**src/rtl/axis_burst_reader_pkg.sv**
```systemverilog
// Shared types and constants for the AXIS burst reader.
package axis_burst_reader_pkg;

   // Reader FSM states
   typedef enum logic {
      ST_IDLE  = 1'b0,
      ST_BURST = 1'b1
   } state_e;

   // Width of the completed-burst statistics counters
   localparam int CNT_W = 16;

endpackage

```
**src/rtl/axis_burst_reader_timer.sv**
```systemverilog
// Idle flush timer: counts idle cycles while residue sits in the FIFO and
// reports when the programmed timeout has been reached.
module axis_flush_timer #(
   parameter int TIMEOUT_BITS = 8
) (
   input  logic                    clk,
   input  logic                    rst_n,
   input  logic                    clear_i,     // burst starting this cycle
   input  logic                    count_i,     // FSM idle, allowed to count
   input  logic                    avail_nz_i,  // FIFO holds at least one word
   input  logic [TIMEOUT_BITS-1:0] cfg_timeout_i,
   output logic                    expired_o
);

   logic [TIMEOUT_BITS-1:0] timer_q, timer_d;

   // Next timer value: saturates at the timeout, cleared when nothing is waiting
   always_comb begin
      timer_d = timer_q;
      if (clear_i || !avail_nz_i || (cfg_timeout_i == '0))
         timer_d = '0;
      else if (count_i && (timer_q < cfg_timeout_i))
         timer_d = timer_q + TIMEOUT_BITS'(1);
   end

   // Timer register
   always_ff @(posedge clk or negedge rst_n) begin
      if (!rst_n) timer_q <= '0;
      else        timer_q <= timer_d;
   end

   // Timeout of zero means the flush path is switched off
   always_comb begin
      expired_o = (cfg_timeout_i != '0) && avail_nz_i && (timer_q == cfg_timeout_i);
   end

endmodule

```
**src/rtl/axis_burst_reader.sv**
```systemverilog
// Drains an AXIS FIFO as fixed-length bursts framed with m_tlast. A burst
// starts only once a whole burst is buffered; an idle timeout flushes any
// residue as a short burst. Datapath is a zero-latency pass-through.
module axis_burst_reader
   import axis_burst_reader_pkg::*;
#(
   parameter int WIDTH        = 32,
   parameter int DEEP_BITS    = 5,
   parameter int BURST_BITS   = 4,
   parameter int TIMEOUT_BITS = 8
) (
   input  logic                    clk,
   input  logic                    axisrst_n,
   input  logic [WIDTH-1:0]        s_tdata,
   input  logic                    s_tvalid,
   output logic                    s_tready,
   input  logic [DEEP_BITS-1:0]    fifo_used,
   input  logic                    fifo_empty,
   input  logic                    cfg_enable,
   input  logic [BURST_BITS-1:0]   cfg_burst_len,
   input  logic [TIMEOUT_BITS-1:0] cfg_timeout,
   output logic [WIDTH-1:0]        m_tdata,
   output logic                    m_tvalid,
   input  logic                    m_tready,
   output logic                    m_tlast,
   output logic                    burst_active,
   output logic [CNT_W-1:0]        burst_count,
   output logic [CNT_W-1:0]        flush_count
);

   // Occupancy needs one extra bit: a full FIFO holds 2**DEEP_BITS words
   localparam int AV_W = DEEP_BITS + 1;

   state_e            state_q, state_d;
   logic [AV_W-1:0]   rem_q, rem_d;
   logic              flush_q, flush_d;
   logic [CNT_W-1:0]  burst_cnt_q, burst_cnt_d;
   logic [CNT_W-1:0]  flush_cnt_q, flush_cnt_d;

   logic [AV_W-1:0]   avail;
   logic [AV_W-1:0]   burst_len;
   logic              expired;
   logic              beat;
   logic              start;

   // Words buffered upstream and the configured burst length, both in beats
   always_comb begin
      avail     = fifo_empty ? '0 : (AV_W'(fifo_used) + AV_W'(1));
      burst_len = AV_W'(cfg_burst_len) + AV_W'(1);
      beat      = (state_q == ST_BURST) && s_tvalid && m_tready;
      start     = (state_q == ST_IDLE) && (state_d == ST_BURST);
   end

   axis_flush_timer #(
      .TIMEOUT_BITS (TIMEOUT_BITS)
   ) u_timer (
      .clk           (clk),
      .rst_n         (axisrst_n),
      .clear_i       (start),
      .count_i       (state_q == ST_IDLE),
      .avail_nz_i    (avail != '0),
      .cfg_timeout_i (cfg_timeout),
      .expired_o     (expired)
   );

   // State, remaining-beat count, flush flag and statistics registers
   always_ff @(posedge clk or negedge axisrst_n) begin
      if (!axisrst_n) begin
         state_q     <= ST_IDLE;
         rem_q       <= '0;
         flush_q     <= 1'b0;
         burst_cnt_q <= '0;
         flush_cnt_q <= '0;
      end else begin
         state_q     <= state_d;
         rem_q       <= rem_d;
         flush_q     <= flush_d;
         burst_cnt_q <= burst_cnt_d;
         flush_cnt_q <= flush_cnt_d;
      end
   end

   // Next state: full bursts win over flushes; length is latched at start
   always_comb begin
      state_d     = state_q;
      rem_d       = rem_q;
      flush_d     = flush_q;
      burst_cnt_d = burst_cnt_q;
      flush_cnt_d = flush_cnt_q;
      case (state_q)
         ST_IDLE: begin
            if (cfg_enable && (avail >= burst_len)) begin
               state_d = ST_BURST;
               rem_d   = burst_len;
               flush_d = 1'b0;
            end else if (cfg_enable && expired) begin
               state_d = ST_BURST;
               rem_d   = avail;
               flush_d = 1'b1;
            end
         end
         ST_BURST: begin
            if (beat) begin
               rem_d = rem_q - AV_W'(1);
               if (rem_q == AV_W'(1)) begin
                  state_d     = ST_IDLE;
                  burst_cnt_d = burst_cnt_q + CNT_W'(1);
                  if (flush_q) flush_cnt_d = flush_cnt_q + CNT_W'(1);
               end
            end
         end
         default: state_d = ST_IDLE;
      endcase
   end

   // Outputs: stream is gated by the FSM, data is never registered
   always_comb begin
      burst_active = (state_q == ST_BURST);
      m_tdata      = s_tdata;
      m_tvalid     = burst_active && s_tvalid;
      s_tready     = burst_active && m_tready;
      m_tlast      = burst_active && (rem_q == AV_W'(1));
      burst_count  = burst_cnt_q;
      flush_count  = flush_cnt_q;
   end

endmodule

```
**config.mk**
```make
export PLATFORM = sky130hd
export DESIGN_NAME = axis_burst_reader
export DESIGN_NICKNAME = d
export VERILOG_FILES = /design/src/rtl/axis_burst_reader_pkg.sv /design/src/rtl/axis_burst_reader_timer.sv /design/src/rtl/axis_burst_reader.sv
export SDC_FILE = /design/constraint.sdc
export NUM_CORES = 1
export LEC_CHECK = 0
export CAP_MARGIN = 0
export CORE_AREA = 2 2 88 90
export DETAILED_ROUTE_END_ITERATION = 10
export DIE_AREA = 0 0 90 92
export PLACE_DENSITY = 0.79
export SETUP_SLACK_MARGIN = 0.1
export SYNTH_ARGS = -nofsm -noshare
export SYNTH_HDL_FRONTEND = slang
export SYNTH_SLANG_ARGS = --single-unit
```
**constraint.sdc**
```tcl
create_clock -name clk -period 2.3 [get_ports clk]
set_input_delay 0.23 -clock clk [delete_from_list [all_inputs] [get_ports clk]]
set_output_delay 0.23 -clock clk [all_outputs]
set_load 0.05 [all_outputs]
```
After elaboration in Yosys (flattened, before gate mapping)
Cells that the tools add are included.
{"block": "classes", "addsub": 6, "magnitude_cmp": 2, "eq_ne": 4, "mux": 14, "n_bitwise": 1, "reduce_logical": 22}
{"operator": "adder 16 x 1 -> 16 bit (second input constant)", "n": 2}
{"operator": "two-way mux 6 bit", "n": 4}
{"operator": "two-way mux 8 bit", "n": 2}
{"operator": "case mux 6 bit (2 select lines)", "n": 1}
{"operator": "logical AND 1 bit", "n": 10}
{"operator": "adder 8 x 1 -> 8 bit (second input constant)", "n": 1}
{"operator": "== test 8 bit", "n": 1}
{"operator": "zero test 8 bit", "n": 1}
{"operator": "less-than comparator 8 bit", "n": 1}
{"operator": "nonzero test 8 bit", "n": 1}
{"operator": "adder 5 x 1 -> 6 bit (second input constant)", "n": 1}
{"operator": "== test 6 x 1 -> 1 bit (second input constant)", "n": 1}
{"operator": "greater-or-equal comparator 6 x 5 -> 1 bit", "n": 1}
{"operator": "two-way mux 1 bit", "n": 6}
{"operator": "nonzero test 6 bit", "n": 1}
{"operator": "subtractor 6 x 1 -> 6 bit (second input constant)", "n": 1}
{"operator": "adder 4 x 1 -> 5 bit (second input constant)", "n": 1}
{"operator": "AND reduction 2 bit", "n": 2}
{"operator": "AND reduction 4 bit", "n": 1}
{"operator": "nonzero test 2 bit", "n": 2}
{"operator": "!= test 3 bit (second input constant)", "n": 1}
{"operator": "AND reduction 3 bit", "n": 1}
{"operator": "logical OR 1 bit", "n": 2}
{"operator": "!= test 2 x 1 -> 1 bit (second input constant)", "n": 1}
{"operator": "3 further kinds", "n": 3}
{"block": "totals", "register_bits": 48, "word_cells": 55}

Depth between registers and ports, before layout
{"block": "depth", "word_depth": 13, "depth_mapped": 10}

Cells and area by module
Synthesis repeated with hierarchy kept, for this count alone.
{"block": "hier_totals", "cells_unflattened": 331, "hier_area_um2": 3195.6}
{"module": "axis_burst_reader", "n_inst": 1, "cells_per_inst": 255, "area_per_inst_um2": 2522.4, "seq_area_each_um2": 1001.0}
{"module": "axis_flush_timer", "n_inst": 1, "cells_per_inst": 76, "area_per_inst_um2": 673.1, "seq_area_each_um2": 200.2}

Worst setup path after synthesis
No wires, ideal clock.
{"block": "synth_path", "path_kind": "input-to-reg", "from": "in fifo_empty", "to": "reg rem_q[1]", "setup_ns": 0.126, "arrival_ns": 2.231, "t_required_ns": 2.174, "setup_slack_ns": -0.057, "stages": 8, "n_path_buf": 0, "path_cell_list": "or2_2 -> ha_1 -> nand2b_1 -> a2111o_1 -> a311o_1 -> and2_1 -> a211oi_1 -> o21ai_1"}
{"block": "synth_via", "elab_chain_cells": 7, "elab_cells_between_ends": 12, "classes_between": "order compare (1); eq/ne (1); mux (4); reduce/logical (6)"}
{"item": "start: declaration", "line_no": "axis_burst_reader.sv:18", "text": "input logic fifo_empty,"}
{"item": "two-way mux 6 bit *", "line_no": "axis_burst_reader.sv:48", "text": "avail = fifo_empty ? '0 : (AV_W'(fifo_used) + AV_W'(1));"}
{"item": "parallel branches: the longest is 6 deep, another holds greater-or-equal comparator 6 x 5 -> 1 bit"}
{"item": "end signal: assignment", "line_no": "axis_burst_reader.sv:76", "text": "rem_q <= rem_d;"}
{"item": "end: declaration", "line_no": "axis_burst_reader.sv:35", "text": "logic [AV_W-1:0] rem_q, rem_d;"}
Every way passes the cells marked *. The select of a mux whose other input is x is not followed.
A chain may end at the register's enable or synchronous reset.

Worst setup path in the final report
{"block": "layout_path", "from": "in fifo_used[2]", "to": "reg u_timer.timer_q[2]"}
{"block": "layout_via", "elab_chain_cells": 13, "elab_cells_between_ends": 17, "classes_between": "add/sub (1); order compare (1); mux (5); reduce/logical (10)"}
{"item": "start: declaration", "line_no": "axis_burst_reader.sv:17", "text": "input logic [DEEP_BITS-1:0] fifo_used,"}
{"item": "adder 5 x 1 -> 6 bit *", "line_no": "axis_burst_reader.sv:48"}
{"item": "two-way mux 6 bit *", "line_no": "axis_burst_reader.sv:48"}
{"item": "parallel branches: the longest is 8 deep, another holds greater-or-equal comparator 6 x 5 -> 1 bit"}
{"item": "logical OR 1 bit * (2 in a row)", "line_no": "axis_burst_reader_timer.sv:20", "text": "if (clear_i || !avail_nz_i || (cfg_timeout_i == '0))"}
{"item": "two-way mux 8 bit or nonzero test 2 bit (tied branches)"}
{"item": "end signal: assignment", "line_no": "axis_burst_reader_timer.sv:29", "text": "else timer_q <= timer_d;"}
{"item": "end: declaration", "line_no": "axis_burst_reader_timer.sv:15", "text": "logic [TIMEOUT_BITS-1:0] timer_q, timer_d;"}
Every way passes the cells marked *.

==> flow_results.xml <==
<?xml version="1.0" encoding="UTF-8"?>
<metrics>
  <group name="setup_path">
    <metric name="critical_path.max_stage_delay" unit="ns">0.47</metric>
    <metric name="worstReg2RegEnd" unit="">rem_q[1]</metric>
    <metric name="timing.setup.critical_path_class" unit="">primary input to flip-flop</metric>
    <metric name="timing.critical_path.from_type" unit="">primary input</metric>
    <metric name="data_required_time_at_the_worst_endpoint" unit="ns">2.52</metric>
    <metric name="ff2ff_path_depth" unit="">8</metric>
    <metric name="crit_path_end" unit="">u_timer.timer_q[2]</metric>
    <metric name="arrival" unit="ns">2.38</metric>
    <metric name="critical-path-slowest-cell" unit="">sky130_fd_sc_hd__a311o_2</metric>
    <metric name="critPathBufInv" unit="">3</metric>
    <metric name="r2r_setup_slack" unit="ns">0.18</metric>
    <metric name="cp_delay_by_family_top" unit="">compound AO/OA/AOI/OAI gates</metric>
    <metric name="path_cells" unit="">dlygate4sd2_1 &gt; buf_4 &gt; xnor2_2 &gt; nor2_2 &gt; ha_1 &gt; o21ai_1 &gt; nand2b_1 &gt; a311o_2 &gt; nand2b_1 &gt; nand3b_1 &gt; buf_4 &gt; a21oi_1</metric>
    <metric name="worstSetupStartpoint" unit="">fifo_used[2]</metric>
    <metric name="r2r_start" unit="">u_timer.timer_q[1]</metric>
    <metric name="cp.depth" unit="">12</metric>
    <metric name="crit_path_end_kind" unit="">flip-flop</metric>
    <metric name="crit_path_max_fanout" unit="">8</metric>
  </group>
  <group name="floorplanning">
    <metric name="die_w" unit="um">90</metric>
    <metric name="core_area" unit="um2">7447</metric>
    <metric name="start_util" unit="%">42.41</metric>
    <metric name="die_footprint" unit="um2">8280</metric>
    <metric name="std_cell_rows" unit="">32</metric>
    <metric name="dieHeight" unit="um">92</metric>
    <metric name="boundaryPins" unit="">123</metric>
  </group>
  <group name="power_and_ir_drop">
    <metric name="power.density_cell_area" unit="nW/um2">659.3</metric>
    <metric name="vdd.ir_drop.worst" unit="uV">475.7</metric>
    <metric name="total_power" unit="mW">2.781</metric>
    <metric name="p_leak" unit="nW">1.897</metric>
  </group>
  <group name="yosys">
    <metric name="yosys.cell_types.count" unit="">47</metric>
    <metric name="ys_ff_latch" unit="">48</metric>
    <metric name="synthesis.nets" unit="">408</metric>
    <metric name="postSynthCellCount" unit="">333</metric>
    <metric name="synth-warning-count" unit="">0</metric>
    <metric name="synthFlopType" unit="">sky130_fd_sc_hd__dfrtp_1</metric>
    <metric name="synthArstFlopShare" unit="%">100.0</metric>
    <metric name="postSynthAreaPerCell" unit="um2">9.484</metric>
    <metric name="synth_enable_flop_cells" unit="">0</metric>
    <metric name="post_synthesis_sequential_area_ratio" unit="%">38.03</metric>
    <metric name="synth.cell_area" unit="um2">3158</metric>
  </group>
  <group name="routing">
    <metric name="detail_route.wl_per_cell" unit="um">13.49</metric>
    <metric name="drc" unit="">0</metric>
    <metric name="routed_via_density" unit="">5.254</metric>
    <metric name="route.vias.total" unit="">2664</metric>
    <metric name="detail_route.wirelength" unit="um">6837</metric>
    <metric name="ant_nets" unit="">0</metric>
    <metric name="drt_iter0_markers" unit="">89</metric>
    <metric name="total_iterations_of_the_first_detailed_routing_run" unit="">4</metric>
  </group>
  <group name="global_route">
    <metric name="first_global_vias" unit="">2489</metric>
    <metric name="initial_antenna_violation_count" unit="">0</metric>
    <metric name="grt_use_total" unit="%">16.12</metric>
    <metric name="maximum_number_of_pins_on_one_net_before_global_route_repair" unit="">49</metric>
    <metric name="global_route_wire_length_before_repair" unit="um">11150</metric>
    <metric name="overflow" unit="">0</metric>
  </group>
  <group name="job">
    <metric name="max_cap_viol_count" unit="">0</metric>
  </group>
  <group name="layout">
    <metric name="layout.cells.non_filler" unit="">507</metric>
    <metric name="design.final.nets" unit="">479</metric>
    <metric name="diodes" unit="">0</metric>
    <metric name="register_area" unit="um2">1202</metric>
    <metric name="layout.filler_cells" unit="">657</metric>
    <metric name="multi_input_area" unit="um2">1834</metric>
    <metric name="synthToLayoutAreaGrowth" unit="%">33.56</metric>
    <metric name="layout-drive-gt1-share" unit="%">24.20</metric>
  </group>
  <group name="placed_design">
    <metric name="place_inst" unit="">493</metric>
    <metric name="port_buffers" unit="">58</metric>
    <metric name="routabilityCongestion" unit="">0.8763</metric>
    <metric name="post-dp-hpwl" unit="um">5044</metric>
    <metric name="place_ws" unit="ns">-0.5713</metric>
  </group>
  <group name="sta">
    <metric name="slew_viol_final" unit="">0</metric>
    <metric name="slew_headroom" unit="%">51.73</metric>
    <metric name="holdWs" unit="ns">0.01351</metric>
    <metric name="clock_skew" unit="ns">0.006916</metric>
    <metric name="achievable-frequency" unit="MHz">461.4</metric>
    <metric name="max_slew.worst_pin.slew" unit="ns">0.7174</metric>
    <metric name="post-route-period-util" unit="%">94.22</metric>
    <metric name="setup_viol_count_final" unit="">0</metric>
    <metric name="period_needed" unit="ns">2.167</metric>
    <metric name="final.setup.worst_slack" unit="ns">0.1329</metric>
    <metric name="finalHoldViolCount" unit="">0</metric>
    <metric name="setup_repair_after_global_routing_missed_its_margin" unit="">yes</metric>
  </group>
  <group name="clocking">
    <metric name="largest_buffer_count_on_any_clock_path" unit="">2</metric>
    <metric name="clk_latency" unit="ns">0.30</metric>
    <metric name="h-tree-depth" unit="">2</metric>
    <metric name="cts_inserted_buffers" unit="">5</metric>
    <metric name="clock_tree_sinks" unit="">48</metric>
    <metric name="tritoncts" unit="">yes</metric>
    <metric name="clkTransAtPathRegs" unit="ns">0.09</metric>
    <metric name="buffer_cell_driving_the_clock_tree_root" unit="">sky130_fd_sc_hd__clkbuf_8</metric>
    <metric name="number_of_hold_buffers_added_after_cts" unit="">0</metric>
  </group>
  <group name="hold_path">
    <metric name="min_path_type" unit="">primary input to async pin</metric>
  </group>
  <group name="outcome">
    <metric name="status" unit="">complete, no violations</metric>
  </group>
</metrics>
what timing repair did:
action	CTS	global route
pin swaps	12	12
setup buffers	2	4
resized for setup	33	20
setup endpoints to repair	16	13
flip-flops by register name, indices dropped and copies added (netlist names):
name,cells
u_timer.timer_q,8
rem_q,6
burst_count,16
flush_count,16
burst_active,1
flush_q,1
cell families (layout without fill, tap and decap cells):
group | Yosys count | after routing | synth area share [%]
and+or+nand+nor | 122 | 122 | 21.75
buffers and inverters | 55 | 127 | 10.42
AOI/OAI and AO/OA | 50 | 50 | 11.05
muxes | 4 | 4 | 1.387
DFF | 48 | 48 | 38.03
adders and majority gates | 20 | 20 | 7.924
xor gates and xnor gates | 34 | 34 | 9.430
per-stage QoR:
stage,TNS [ns],cell area [um2],utilization (%)
3_5_place_dp,-7.823,3887,52.20
2_1_floorplan,0,3174,-
4_1_cts,0,4083,54.82
3_3_place_gp,-6.874,3887,52.20
6_report,0,4218,56.64
5_1_grt,0,4218,56.64
where the power goes:
| part | internal, mW | switching, mW | total, mW |
|---|---|---|---|
| Combinational | 0.483 | 0.610 | 1.09 |
| Clock | 0.322 | 0.286 | 0.608 |
| Sequential | 0.948 | 0.131 | 1.08 |
cell usage after synthesis, drive strengths merged, types with 4 or more instances:
cell     n  area share, %
inv     19            2.3
and2     6            1.2
nor2    18            2.1
buf     34            7.9
nor3    10            2.1
and4     5            1.4
a21oi   11            1.7
dfrtp   48             38
a21o     4           0.95
nand4   12            2.9
nand2b   6            1.2
xnor2   21            5.8
and3     6            1.2
ha      20            7.9
nor4     4           0.79
nand3   23            3.8
or3      7            1.4
xor2    13            3.6
o21ai   20            3.3
nand2   17            2.0
final cells by class:
cell class | count | area share, %
Multi-Input combinational cell | 230 | 43.49
Sequential cell | 48 | 28.51
Clock inverter | 3 | 1.009
Inverter | 19 | 1.691
Clock buffer | 5 | 1.632
Timing Repair Buffer | 100 | 20.65
Tap cell | 102 | 3.026
placed cells by master, fill, tap and decap left out, types with 5 or more instances in the layout:
cell type	n
sky130_fd_sc_hd__o21ai_0	13
sky130_fd_sc_hd__xor2_1	12
sky130_fd_sc_hd__nor2_1	17
sky130_fd_sc_hd__nand4_1	11
sky130_fd_sc_hd__ha_1	12
sky130_fd_sc_hd__nand3_1	21
sky130_fd_sc_hd__ha_4	7
sky130_fd_sc_hd__inv_1	17
sky130_fd_sc_hd__and3_1	6
sky130_fd_sc_hd__and2_1	5
sky130_fd_sc_hd__buf_4	42
sky130_fd_sc_hd__a21oi_1	9
sky130_fd_sc_hd__nand2_1	17
sky130_fd_sc_hd__dfrtp_1	47
sky130_fd_sc_hd__or3_1	6
sky130_fd_sc_hd__clkdlybuf4s50_1	47
sky130_fd_sc_hd__clkbuf_8	5
sky130_fd_sc_hd__nor3_1	7
sky130_fd_sc_hd__xnor2_1	19
sky130_fd_sc_hd__o21ai_1	6
worst min path at each step:
stage	start	endpoint	slack, ns	depth (start not counted)
floorplan	axisrst_n	burst_active	-0.07	0
global placement	axisrst_n	burst_count[6]	0.36	2
detailed placement	axisrst_n	burst_count[8]	0.36	2
CTS	axisrst_n	burst_count[14]	0.04	2
global route	axisrst_n	rem_q[0]	0.07	2
finish	axisrst_n	burst_count[8]	0.01	2
per-layer routing:
layer / GRT usage, % / share of wire [%] / routed length, um
met2: 26.94 / 49 / 3359
met3: 2.958 / 5.4 / 371
met4: 6.923 / 1.9 / 129
met5: 0 / 0 / 0
met1: 20.56 / 44 / 2977
Note: power is estimated with default switching activity, not from simulation.
